File: src/rtl/dmem_arb_pkg.sv
// Shared types and constants for the two-port data-memory arbiter.
package dmem_arb_pkg;

  localparam int unsigned DMEM_DATA_W = 32;
  localparam int unsigned DMEM_DEPTH  = 64;

  typedef enum logic {
    S_IDLE,
    S_ACCESS
  } state_e;

  typedef enum logic {
    P_CORE = 1'b0,
    P_DBG  = 1'b1
  } port_e;

  function automatic logic [31:0] byte_limit(input int unsigned depth);
    return 32'(depth * 4);
  endfunction

  localparam logic [31:0] BYTE_LIMIT = byte_limit(DMEM_DEPTH);

endpackage

File: src/rtl/dmem_arb_pick.sv
// Combinational grant picker for the two arbiter ports.
// Build option DMEM_ARB_RR_EN selects round-robin instead of fixed port-0 priority.
module dmem_arb_pick
  import dmem_arb_pkg::*;
(
  input  logic req0_i,
  input  logic req1_i,
  input  logic last_grant_i,
  output logic gnt_id_o,
  output logic gnt_vld_o
);

  assign gnt_vld_o = req0_i | req1_i;

`ifdef DMEM_ARB_RR_EN
  // On contention the port that was not granted last wins.
  always_comb begin
    if (req0_i && req1_i) begin
      gnt_id_o = ~last_grant_i;
    end else begin
      gnt_id_o = req0_i ? P_CORE : P_DBG;
    end
  end
`else
  logic unused_last_grant;
  assign unused_last_grant = last_grant_i;
  assign gnt_id_o          = req0_i ? P_CORE : P_DBG;
`endif

endmodule

File: src/rtl/dmem_arbiter.sv
// Two-port arbiter/sequencer in front of the 64x32 data memory (async read, sync write).
// Build option DMEM_ARB_RR_EN enables round-robin arbitration in dmem_arb_pick.
module dmem_arbiter
  import dmem_arb_pkg::*;
#(
  parameter int unsigned DATA_W = DMEM_DATA_W,
  parameter int unsigned DEPTH  = DMEM_DEPTH,
  parameter int unsigned IDX_W  = 6
) (
  input  logic              clk,
  input  logic              reset,
  input  logic              req0,
  input  logic              req1,
  input  logic              we0,
  input  logic              we1,
  input  logic [31:0]       addr0,
  input  logic [31:0]       addr1,
  input  logic [DATA_W-1:0] wdata0,
  input  logic [DATA_W-1:0] wdata1,
  output logic              ack0,
  output logic              ack1,
  output logic              err0,
  output logic              err1,
  output logic [DATA_W-1:0] rdata,
  output logic              mem_read,
  output logic              mem_write,
  output logic [31:0]       mem_addr,
  output logic [DATA_W-1:0] mem_wdata,
  input  logic [DATA_W-1:0] mem_rdata
);

  localparam logic [31:0] ADDR_LIMIT = (DEPTH == DMEM_DEPTH) ? BYTE_LIMIT : byte_limit(DEPTH);

  state_e              state_q, state_d;
  logic                id_q, id_d;
  logic                we_q, we_d;
  logic                err_q, err_d;
  logic [IDX_W-1:0]    idx_q, idx_d;
  logic [DATA_W-1:0]   wdata_q, wdata_d;
  logic [DATA_W-1:0]   rdata_q, rdata_d;
  logic                ack0_q, ack0_d, ack1_q, ack1_d;
  logic                err0_q, err0_d, err1_q, err1_d;
  logic                ptr_q, ptr_d;

  logic                gnt_id, gnt_vld;
  logic                sel_we;
  logic [31:0]         sel_addr;
  logic [DATA_W-1:0]   sel_wdata;
  logic                sel_err;
  logic                ack_cycle;
  logic                active;

  // ptr_q holds the port favoured on the next contention; reset favours port 0.
  dmem_arb_pick u_pick (
    .req0_i       (req0),
    .req1_i       (req1),
    .last_grant_i (~ptr_q),
    .gnt_id_o     (gnt_id),
    .gnt_vld_o    (gnt_vld)
  );

  assign sel_we    = (gnt_id == P_DBG) ? we1    : we0;
  assign sel_addr  = (gnt_id == P_DBG) ? addr1  : addr0;
  assign sel_wdata = (gnt_id == P_DBG) ? wdata1 : wdata0;
  assign sel_err   = (sel_addr[1:0] != 2'b00) || (sel_addr >= ADDR_LIMIT);
  assign ack_cycle = ack0_q | ack1_q;

  always_comb begin
    state_d = state_q;
    id_d    = id_q;
    we_d    = we_q;
    err_d   = err_q;
    idx_d   = idx_q;
    wdata_d = wdata_q;
    ptr_d   = ptr_q;
    ack0_d  = 1'b0;
    ack1_d  = 1'b0;
    err0_d  = 1'b0;
    err1_d  = 1'b0;
    rdata_d = '0;
    case (state_q)
      S_IDLE: begin
        // The cycle showing an ack is never re-arbitrated.
        if (gnt_vld && !ack_cycle) begin
          id_d    = gnt_id;
          we_d    = sel_we;
          err_d   = sel_err;
          idx_d   = sel_addr[IDX_W+1:2];
          wdata_d = sel_wdata;
          ptr_d   = ~gnt_id;
          state_d = S_ACCESS;
        end
      end
      S_ACCESS: begin
        ack0_d  = (id_q == P_CORE);
        ack1_d  = (id_q == P_DBG);
        err0_d  = (id_q == P_CORE) && err_q;
        err1_d  = (id_q == P_DBG) && err_q;
        rdata_d = (!we_q && !err_q) ? mem_rdata : '0;
        state_d = S_IDLE;
      end
    endcase
  end

  always_ff @(posedge clk) begin
    if (reset) begin
      state_q <= S_IDLE;
      id_q    <= 1'b0;
      we_q    <= 1'b0;
      err_q   <= 1'b0;
      idx_q   <= '0;
      wdata_q <= '0;
      rdata_q <= '0;
      ack0_q  <= 1'b0;
      ack1_q  <= 1'b0;
      err0_q  <= 1'b0;
      err1_q  <= 1'b0;
      ptr_q   <= 1'b0;
    end else begin
      state_q <= state_d;
      id_q    <= id_d;
      we_q    <= we_d;
      err_q   <= err_d;
      idx_q   <= idx_d;
      wdata_q <= wdata_d;
      rdata_q <= rdata_d;
      ack0_q  <= ack0_d;
      ack1_q  <= ack1_d;
      err0_q  <= err0_d;
      err1_q  <= err1_d;
      ptr_q   <= ptr_d;
    end
  end

  // Memory strobes only in a clean ACCESS cycle, and never while reset is high.
  assign active    = (state_q == S_ACCESS) && !err_q && !reset;
  assign mem_read  = active && !we_q;
  assign mem_write = active && we_q;
  assign mem_addr  = active ? {{(32-IDX_W){1'b0}}, idx_q} : '0;
  assign mem_wdata = (active && we_q) ? wdata_q : '0;

  assign ack0  = ack0_q;
  assign ack1  = ack1_q;
  assign err0  = err0_q;
  assign err1  = err1_q;
  assign rdata = rdata_q;

endmodule

File: config.mk
export PLATFORM = sky130hd
export DESIGN_NAME = dmem_arbiter
export DESIGN_NICKNAME = d
export VERILOG_FILES = /design/src/rtl/dmem_arb_pkg.sv /design/src/rtl/dmem_arb_pick.sv /design/src/rtl/dmem_arbiter.sv
export SDC_FILE = /design/constraint.sdc
export NUM_CORES = 1
export LEC_CHECK = 0
export BUFFER_PORTS_ARGS = -buffer_cell sky130_fd_sc_hd__buf_2
export CORE_AREA = 2 2 103 105
export DETAILED_ROUTE_END_ITERATION = 8
export DIE_AREA = 0 0 105 107
export MAX_ROUTING_LAYER = met4
export PLACE_DENSITY = 0.8
export SETUP_SLACK_MARGIN = 0.02
export SYNTH_ARGS = -nofsm -noshare
export SYNTH_HDL_FRONTEND = slang
export SYNTH_SLANG_ARGS = --single-unit
File: constraint.sdc
create_clock -name clk -period 3.1 [get_ports clk]
set_input_delay 0.465 -clock clk [delete_from_list [all_inputs] [get_ports clk]]
set_output_delay 0.465 -clock clk [all_outputs]
set_load 0.02 [all_outputs]
==> impl_metrics.tcl <==
set metrics [dict create \
    ys_types 35 \
    clkSinkCount 78 \
    slew_headroom_pct 47.2 \
    combPwrFrac_pct 20.0 \
    vias_per_cell 4.70 \
    max_cap_viol_count 0 \
    synth-edff-count 0 \
    synth_area_per_cell_um2 9.86 \
    layout.nets 765 \
    status "complete, no violations" \
    grt.met1_usage_pct 18.8 \
    seq_area_frac_synth_pct 42.8 \
    critPathLaunchType "register" \
    synthFlopType "dfxtp_1" \
    arrival_ps 1860 \
    final-max-slew-violation-count 0 \
    post-cts-setup-buffer-count 0 \
    switchingPower_mw 0.685 \
    p_sw_share_pct 29.0 \
    synth-seq-cells 78 \
    totalWireLength_um 10100 \
    num_vias 3475 \
    stdcell_count 740 \
    synth_top_cell_by_area "dfxtp_1" \
    fin_ws_ps 778 \
    ir_drop_mv 0.278 \
    grt_pass1_vias 3441 \
    final_hold_viol_count 0 \
    cts.clk_slew.worst_paths_ps 80 \
    cts_tree "yes" \
    critPathCaptureType "primary output" \
    antenna_cells 0 \
    wire_per_inst_um 13.7 \
    p_int_mw 1.68 \
    rows 37 \
    drt_iter0_drc 123 \
    cts_made_buffers 9 \
    period_needed_ps 2320 \
    placed_cells_incl_taps 724 \
    ctsHoldBuffers 0 \
    ant_nets 0 \
    yosysTopAreaCellShare_pct 42.8 \
    drcViolationCount 0 \
    tightest_slew_ps 792 \
    dr.pass1.iters 5 \
    pre_cts_slack_ps 835 \
    async_flop_share_pct 0 \
    grt.total_usage_pct 18.2 \
    final_core_util_pct 49.7 \
    dieWidth_um 105 \
    fin_crit_sh_pct 74.9 \
    tns_ps 0 \
    area_delta_synth_final_pct 37.4 \
    finalSetupViolCount 0 \
    synth-warning-count 0 \
    use_met3_pct 5.05 \
    worstPathMaxFanout 29 \
    dieArea_mm2 0.0112 \
    overflow 0 \
    syn-instance-count 370 \
    clock_path_buffers 2 \
    dpl-instance-area_mm2 0.00481 \
    root_buffer "clkbuf_8" \
    clk-insertion-delay-late_ps 350 \
    p_per_area_mw_per_mm2 472 \
    critical_path_class "register to primary output" \
    fmax_mhz 431 \
    io_pins 268 \
    core_mm2 0.0101 \
    antenna_found_initial 0 \
    netlist_top_cells_count "dfxtp_1, nor2_1, and2_1" \
    top_usage_layer "met2" \
    crit_required_ps 2630 \
    hpwlAfterDp_um 7960 \
    rsz0062_at_grt "no" \
    die_h_um 107 \
    p_leak_nw 2.71 \
    pwr-share-seq_pct 47.8 \
    grt_pass1_wl_um 15700 \
    grt_max_degree 71 \
    ys_top_cells_by_area "dfxtp_1, mux2i_1, a211oi_2" \
    drive_gt1_share_pct 49.3 \
    place.gp.congestion 0.802 \
    fin_area_mm2 0.00501 \
    initial_utilization_pct 36.2 \
    htreeDepth 3 \
    pwr-share-clk_pct 32.2 \
    port_buffers 241 \
    synth_area_mm2 0.00365 \
    synth.most_common_cell "dfxtp_1" \
    gr-usage-met2_pct 32.7 \
    min_path_type "input pin to register" \
    cts_resized 0 \
    finClkSkew_ps 10.6 \
]
[state kept, by name, indices dropped and copies added, names as in the netlist]
register	count
rdata	32
state_q	1
ack1	1
wdata_q	32
id_q	1
ack0	1
we_q	1
err0	1
err1	1
idx_q	6
err_q	1
[layer usage]
layer / share of wire, % / vias up
met5: 0 / -
met4: 1.6 / 0
met3: 8.1 / 14
met2: 52 / 182
met1: 39 / 1577
li1: - / 1702
[critical path, stage by stage (launching register included)]
cell,delay (ps)
dfxtp_1,420
nand2b_4,90
nor2_2,280
buf_4,330
and3_1,210
buf_2,170
[worst paths after layout]
path              slack (ps)       endpoint    startpoint  cells after the start
setup / recovery         780  mem_wdata[17]       state_q                      5
hold / removal           310       rdata[0]  mem_rdata[0]                      2
setup reg to reg        1330    wdata_q[14]          ack1                      4
hold reg to reg          450           ack0          id_q                      1
[power by group through the flow]
stage	clock network, mW	logic [mW]	registers, mW
CTS	0.789	0.477	1.13
floorplan	0	0.333	1.16
finish	0.762	0.472	1.13
detailed placement	0	0.475	1.15
global placement	0	0.456	1.15
global route	0.837	0.521	1.14
[cell usage in the layout (no fill, tap or decap), drive strengths merged]
master	instances
nor2b	1
nand4	2
and3	32
conb	26
o21ai	1
a41oi	1
clkinvlp	1
nor2	49
clkinv	4
a221oi	1
and2	41
nand2	2
a21oi	1
buf	249
a211oi	40
nor4b	1
or4b	1
nor3	6
a22oi	1
clkbuf	10
nand3	1
or4	2
o21bai	1
bufinv	1
and4b	1
mux2i	39
nor4	9
dfxtp	78
nand2b	1
inv	1
[stage by stage]
step                      total power [mW]  hold slack, ps
after floorplan                       1.49             421
after global placement                1.61             445
after detailed placement              1.63             445
after CTS                             2.40             287
after global routing                  2.50             285
final                                 2.36             305
[cells by family (layout without fill, tap and decap cells)]
logic type             after synthesis  in the layout  synth area share (%)
and+or+nand+nor                    149            149                  23.0
DFF                                 78             78                  42.8
buffers and inverters               57            266                  10.4
AOI/OAI and AO/OA                   46             46                  13.1
muxes                               39             39                  10.7
other                                1             26                 0.103
[layout make-up]
cell class                 instances  area, um2
clock buffer                      10        138
clock inverter                     6       61.3
fill                             949       5080
inverter                           1       3.75
sequential                        78       1560
multi-input combinational        260       1810
timing repair buffer             249       1270
tap                              136        170
No activity file was read; power rests on OpenSTA's default activity.
